### config.mk
export PLATFORM = sky130hd
export DESIGN_NAME = mips_mem_arbiter
export DESIGN_NICKNAME = d
export VERILOG_FILES = /design/src/rtl/mips_mem_arbiter.sv
export SDC_FILE = /design/constraint.sdc
export NUM_CORES = 1
export LEC_CHECK = 0
export CAP_MARGIN = 20
export CELL_PAD_IN_SITES_DETAIL_PLACEMENT = 1
export CELL_PAD_IN_SITES_GLOBAL_PLACEMENT = 1
export CORE_MARGIN = 1
export CORE_UTILIZATION = 28
export DETAILED_ROUTE_END_ITERATION = 8
export PLACE_DENSITY = 0.92
export SYNTH_ARGS = -nofsm -noshare
export SYNTH_HDL_FRONTEND = slang
export SYNTH_SLANG_ARGS = --single-unit
### constraint.sdc
create_clock -name clk -period 3.4 [get_ports clk]
set_clock_uncertainty 0.2 [all_clocks]
set_input_delay 0.34 -clock clk [delete_from_list [all_inputs] [get_ports clk]]
set_output_delay 0.34 -clock clk [all_outputs]
set_load 0.02 [all_outputs]
### src/rtl/mips_mem_arbiter.sv
// Shares one single-port synchronous memory between the CPU fetch and data ports.
// Data has fixed priority; fetch is forced through after STARVE_LIMIT consecutive losses.
module mips_mem_arbiter #(
    parameter int STARVE_LIMIT = 4
) (
    input  logic        clk,
    input  logic        reset,
    input  logic        i_req,
    input  logic [31:0] i_addr,
    output logic        i_ready,
    output logic [31:0] i_rdata,
    input  logic        d_req,
    input  logic        d_we,
    input  logic [31:0] d_addr,
    input  logic [31:0] d_wdata,
    output logic        d_ready,
    output logic [31:0] d_rdata,
    output logic [31:0] m_addr,
    output logic        m_re,
    output logic        m_we,
    output logic [31:0] m_wdata,
    input  logic [31:0] m_rdata,
    output logic        grant_d
);

    localparam int CW = (STARVE_LIMIT > 0) ? $clog2(STARVE_LIMIT + 1) : 1;
    localparam logic [CW-1:0] LIMIT_C = CW'(STARVE_LIMIT);
    localparam logic [CW-1:0] CNT_MAX = '1;

    typedef enum logic [1:0] {
        S_IDLE,
        S_ACCESS,
        S_RESP
    } state_t;

    state_t        state_reg, state_next;
    logic [CW-1:0] starve_reg, starve_next;
    logic [31:0]   m_addr_reg, m_addr_next;
    logic [31:0]   m_wdata_reg, m_wdata_next;
    logic          m_re_reg, m_re_next;
    logic          m_we_reg, m_we_next;
    logic          grant_reg, grant_next;
    logic          fetch_forced;
    logic          pick_d;

    assign fetch_forced = (STARVE_LIMIT != 0) && (starve_reg == LIMIT_C);
    assign pick_d       = d_req && !(i_req && fetch_forced);

    always_comb begin
        state_next   = state_reg;
        starve_next  = starve_reg;
        m_addr_next  = m_addr_reg;
        m_wdata_next = m_wdata_reg;
        m_re_next    = 1'b0;
        m_we_next    = 1'b0;
        grant_next   = grant_reg;
        case (state_reg)
            S_IDLE: begin
                if (pick_d) begin
                    m_addr_next  = d_addr;
                    m_wdata_next = d_wdata;
                    m_re_next    = !d_we;
                    m_we_next    = d_we;
                    grant_next   = 1'b1;
                    state_next   = S_ACCESS;
                end else if (i_req) begin
                    m_addr_next = i_addr;
                    m_re_next   = 1'b1;
                    grant_next  = 1'b0;
                    state_next  = S_ACCESS;
                end
                // Only a data win over a waiting fetch counts as a loss.
                if (i_req && pick_d) begin
                    if (starve_reg != CNT_MAX) begin
                        starve_next = starve_reg + 1'b1;
                    end
                end else begin
                    starve_next = '0;
                end
            end
            S_ACCESS: state_next = S_RESP;
            S_RESP:   state_next = S_IDLE;
            default:  state_next = S_IDLE;
        endcase
    end

    always_ff @(posedge clk or posedge reset) begin
        if (reset) begin
            state_reg   <= S_IDLE;
            starve_reg  <= '0;
            m_addr_reg  <= '0;
            m_wdata_reg <= '0;
            m_re_reg    <= 1'b0;
            m_we_reg    <= 1'b0;
            grant_reg   <= 1'b0;
        end else begin
            state_reg   <= state_next;
            starve_reg  <= starve_next;
            m_addr_reg  <= m_addr_next;
            m_wdata_reg <= m_wdata_next;
            m_re_reg    <= m_re_next;
            m_we_reg    <= m_we_next;
            grant_reg   <= grant_next;
        end
    end

    // Ready decodes straight from state so an asynchronous reset kills it at once.
    assign i_ready = (state_reg == S_RESP) && !grant_reg;
    assign d_ready = (state_reg == S_RESP) && grant_reg;
    assign i_rdata = m_rdata;
    assign d_rdata = m_rdata;
    assign m_addr  = m_addr_reg;
    assign m_wdata = m_wdata_reg;
    assign m_re    = m_re_reg;
    assign m_we    = m_we_reg;
    assign grant_d = grant_reg;

endmodule

; ---- Word-level counts from Yosys, hierarchy flattened
; Index checks and enable logic that the tools add are counted.
[classes]
n_addsub = 1
n_eq_ne = 6
n_mux = 14
reduce_logical = 13
[op_table]
columns = cell, n
row1 = $mux W32, 2
row2 = $mux W1, 7
row3 = $mux W3, 2
row4 = $ne A3 B3 Y1 const B, 2
row5 = $reduce_and A2 Y1, 3
row6 = $logic_and A1 B1 Y1, 5
row7 = $mux W2, 2
row8 = $pmux W2 S2, 1
row9 = $add A3 B1 Y3 const B, 1
row10 = $eq A3 B3 Y1 const B, 1
row11 = $logic_not A1 Y1, 3
row12 = $eq A2 B1 Y1 const B, 1
row13 = $eq A2 B2 Y1 const B, 1
row14 = $logic_not A2 Y1, 1
row15 = $ne A2 B1 Y1 const B, 1
row16 = $reduce_bool A2 Y1, 1
[totals]
ff_bits = 72
input_bits = 133
out_inout_bits = 133

; ---- Depth between registers and ports, before layout
[logic_depth]
word_depth = 7
depth_mapped = 7

; ---- Worst setup path after synthesis
; No wires, ideal clock.
[synth_timing]
kind = register -> register
startpoint = reg starve_reg[0]
endpoint = reg m_wdata_reg[10], in the netlist m_wdata[10]
setup_time_ns = 0.128
arrival_time_ns = 1.484
t_required_ns = 3.072
setup_slack_ns = 1.588
stages_incl_launch_ff = 7
path_buffers = 1
cell_sequence = dfrtp_1 -> inv_1 -> ha_1 -> nand3_1 -> nand3_2 -> buf_2 -> mux2_1
[synth_via]
elab_chain_len = 5
[synth_rtl]
columns = item, line_no
row1 = start: declaration, 37  ; logic [CW-1:0] starve_reg, starve_next;
row2 = start signal: assignment, 98  ; starve_reg <= starve_next;
row3 = $eq A3 B3 Y1, 46  ; assign fetch_forced = (STARVE_LIMIT != 0) && (starve_reg == LIMIT_C);
row4 = $logic_and A1 B1 Y1, 47  ; assign pick_d = d_req && !(i_req && fetch_forced);
row5 = $logic_not A1 Y1, 47
row6 = $logic_and A1 B1 Y1, 47
row7 = $reduce_and A2 Y1 (no source line), n/a
row8 = end signal: assignment, 100  ; m_wdata_reg <= m_wdata_next;
row9 = end: declaration, 39  ; logic [31:0] m_wdata_reg, m_wdata_next;
; Every way passes these cells.
; A chain may end at the register's enable or synchronous reset.

; ---- Final worst setup path
[layout_timing]
startpoint = reg starve_reg[1]
endpoint = reg m_wdata_reg[1], in the netlist m_wdata[1]
; The elaborated chain is that of the path after synthesis.

==> impl_metrics.py <==
metrics = {
    "clocking": {
        "clk_pin_slew_ps": 60,
        "cts.path.max_buffers": 2,
        "cts_setup_buffers": 0,
        "cts_resized": 0,
        "cts_buffers": 9,
        "cts.sinks": 72,
        "cts_hold_buf": 0,
        "clk_latency_ps": 330,
        "cts_tree": "done",
        "h-tree-depth": 3,
        "cts-root-buf": "clkbuf_16",
    },
    "sta": {
        "relSlewSlack_pct": 41.38,
        "period_needed_ps": 2379,
        "setup_tns_ps": 0,
        "max_freq_mhz": 420.3,
        "setup_viol_count_final": 0,
        "worst_pin_slew_ps": 878.3,
        "min_period_over_period_pct": 69.98,
        "finalHoldViolations": 0,
        "drv_slew": 0,
        "grt_setup_unrepaired": "no",
        "setup_ws_ps": 1021,
    },
    "route": {
        "drc": 0,
        "vias": 3011,
        "wl_per_cell_um": 18.51,
        "wl_um": 11620,
        "viasPerCell": 4.795,
        "drtIter0Drc": 158,
        "first_pass_iters": 4,
        "antenna_left": 0,
    },
    "floorplanning": {
        "pin_count": 266,
        "die_area_um2": 14510,
        "fp.dieW_um": 120.5,
        "core.rowCount": 42,
        "die_h_um": 120.5,
        "core_um2": 13450,
        "start_util_pct": 29.21,
    },
    "synthesis": {
        "yosysWarnings": 0,
        "synth_compound_area_share_pct": 12.61,
        "ys_seq_area_share_pct": 45.85,
        "synth_area_leader_cell": "dfrtp_1",
        "ys.flop_type": "dfrtp_1",
        "synth_top_family_by_area": "buffers and inverters",
        "ys_ff_latch": 72,
        "synthesis.instances": 353,
        "syn_nets": 489,
        "synthXorXnorAreaFrac_pct": 0,
        "avgSynthCellArea_um2": 11.13,
        "synth-edff-count": 0,
        "syn_area_um2": 3930,
        "synth.distinct_cells": 27,
        "yosys-mux-area-fraction_pct": 9.456,
        "synthArstFlopShare_pct": 100.0,
        "synth.area.top_cells": "dfrtp_1 46%, buf_4 12%, o221ai_2 11%, mux2_1 9.2%, nand4_1 5.1%",
        "synthAdderAreaFrac_pct": 0.9551,
        "synth-simple-area-share_pct": 11.40,
        "synthDominantCellAreaShare_pct": 45.85,
    },
    "status": {
        "status": "finished, final reports clean",
    },
    "grt": {
        "antenna_found_initial": 0,
        "grt_usage_pct": 16.35,
        "grt_pass1_vias": 3195,
        "grt_overflow_total": 0,
        "grt_start_max_net_pins": 66,
        "grt_pass1_wl_um": 17910,
    },
    "critical_path": {
        "end_kind": "flop",
        "critPathTopFamily": "simple AND/OR/NAND/NOR gates",
        "crit_top_cell": "nand3_2",
        "worstPathCellList": "inv_1 > ha_1 > nand3_2 > nand3_2 > mux2_1",
        "crit_buf_inv": 1,
        "worstSetupStartpointType": "flop",
        "max_stage_delay_ps": 670,
        "critPathArrivalTime_ps": 2380,
        "required_ps": 3400,
        "cp_max_fo": 34,
        "worst-setup-path-type": "flop to flop",
        "cp_slowest_cell": "nand3_2",
    },
    "final_layout": {
        "drive_gt1_share_pct": 12.83,
        "multi_input_area_um2": 1366,
        "n_fill_cell": 1500,
        "nets": 583,
        "area_delta_synth_final_pct": 41.99,
        "seqCellArea_um2": 1802,
        "n_antenna_cell": 0,
    },
    "placement": {
        "port_buffers": 169,
        "place_ws_ps": 804.7,
        "dp_hpwl_um": 8871,
        "gp_congestion": 0.7077,
    },
    "power_and_ir_drop": {
        "p_per_area_nw_per_um2": 929.9,
        "pwr-share-seq_pct": 29.6,
        "vdd_drop_max_mv": 0.4752,
        "clkPwrFrac_pct": 18.5,
        "p_leak_nw": 2.238,
        "netSwitchingPower_w": 0.002004,
        "sw_frac_of_total_pct": 38.62,
        "p_int_w": 0.003185,
        "comb_power_share_pct": 51.9,
    },
    "worst_hold_path": {
        "hold_class": "primary input to async pin",
    },
    "flow_run": {
        "cap_viol_max_count": 0,
    },
}
==> worst register-to-register path, stage by stage (launching register included) <==
cell and delay [ps]:
dfrtp_1 390, inv_1 70, ha_1 210, nand3_2 90
nand3_2 670, mux2_1 620
==> kinds of logic (layout without fill, tap and decap cells) <==
kind of cell             after synthesis  in the layout
adder cells (fa/ha/maj)                3              3
multiplexers                          33             33
AO/OA/AOI/OAI                         37             37
flip-flops                            72             72
buffers and inverters                130            229
AND/OR/NAND/NOR                       78             78
==> placed cells by master, fill, tap and decap left out, types with 2 or more instances in the layout <==
cell type,synthesis,routed
ha_1,3,3
clkdlybuf4s50_1,0,169
nand3_1,33,32
a22o_1,2,2
dfrtp_1,72,72
nand2_1,2,2
mux2_1,32,32
nor3b_1,2,2
o221ai_1,4,4
clkbuf_8,0,2
o221ai_2,28,28
buf_4,64,7
or2_1,2,2
nand3_2,1,2
clkinvlp_4,0,2
inv_1,37,36
nand4_1,32,32
clkbuf_16,0,9
clkinv_2,0,3
==> cell usage after synthesis, types with 3 or more instances <==
cell      instances
buf_4            64
nand3_1          33
buf_6             5
mux2_1           32
o221ai_1          4
nand4_1          32
inv_1            37
dfrtp_1          72
o221ai_2         28
clkbuf_1         14
buf_2             8
ha_1              3
==> power groups by stage <==
stage          registers [W]  clock network, W  logic (W)
4_1_cts              0.00154          0.000993    0.00274
3_5_place_dp         0.00156                 0    0.00274
3_3_place_gp         0.00152                 0    0.00265
2_1_floorplan        0.00200                 0    0.00120
5_1_grt              0.00159           0.00103    0.00289
6_report             0.00154          0.000960    0.00269
==> cell type report <==
| type | instances | share of cell area (%) |
|---|---|---|
| clock buffers | 11 | 4.529 |
| clock inverters | 5 | 0.9865 |
| inverters | 37 | 2.511 |
| multi-input cells | 151 | 24.48 |
| flip-flops and latches | 72 | 32.29 |
| well taps | 176 | 3.946 |
| repair buffers | 176 | 31.26 |
==> metrics by stage <==
step | power (W) | util [%] | hold slack, ps | std cells | cell area [um^2]
after floorplan | 0.003201 | - | 225.6 | 353 | 3930
after CTS | 0.005277 | 41.48 | 66.50 | 628 | 5580
after global routing | 0.005511 | 41.48 | 85.67 | 628 | 5580
after global placement | 0.004166 | 39.19 | 273.7 | 612 | 5273
after detailed placement | 0.004293 | 39.19 | 290.7 | 612 | 5273
final | 0.005189 | 41.48 | 75.42 | 628 | 5580
==> path summary, 6_finish.rpt <==
check / from / endpoint / slack (ps) / cells after the start
max: starve_reg[1] / m_wdata[1] / 1020 / 5
min: reset / m_wdata[27] / 80 / 2
max reg2reg: starve_reg[1] / m_wdata[1] / 1020 / 5
min reg2reg: m_wdata[31] / m_wdata[31] / 290 / 1
max in group asynchronous: reset / starve_reg[0] / 2240 / 3
min in group clk: m_wdata[31] / m_wdata[31] / 290 / 1
==> routing by layer <==
metal / track usage (%) / vias to the layer above / routed length [um]
li1: - / 1372 / -
met1: 17.76 / 1458 / 4400
met2: 30.32 / 165 / 6147
met3: 4.009 / 16 / 868
met4: 6.327 / 0 / 208
met5: 0 / - / 0
Note: power is estimated with default switching activity, not from simulation.
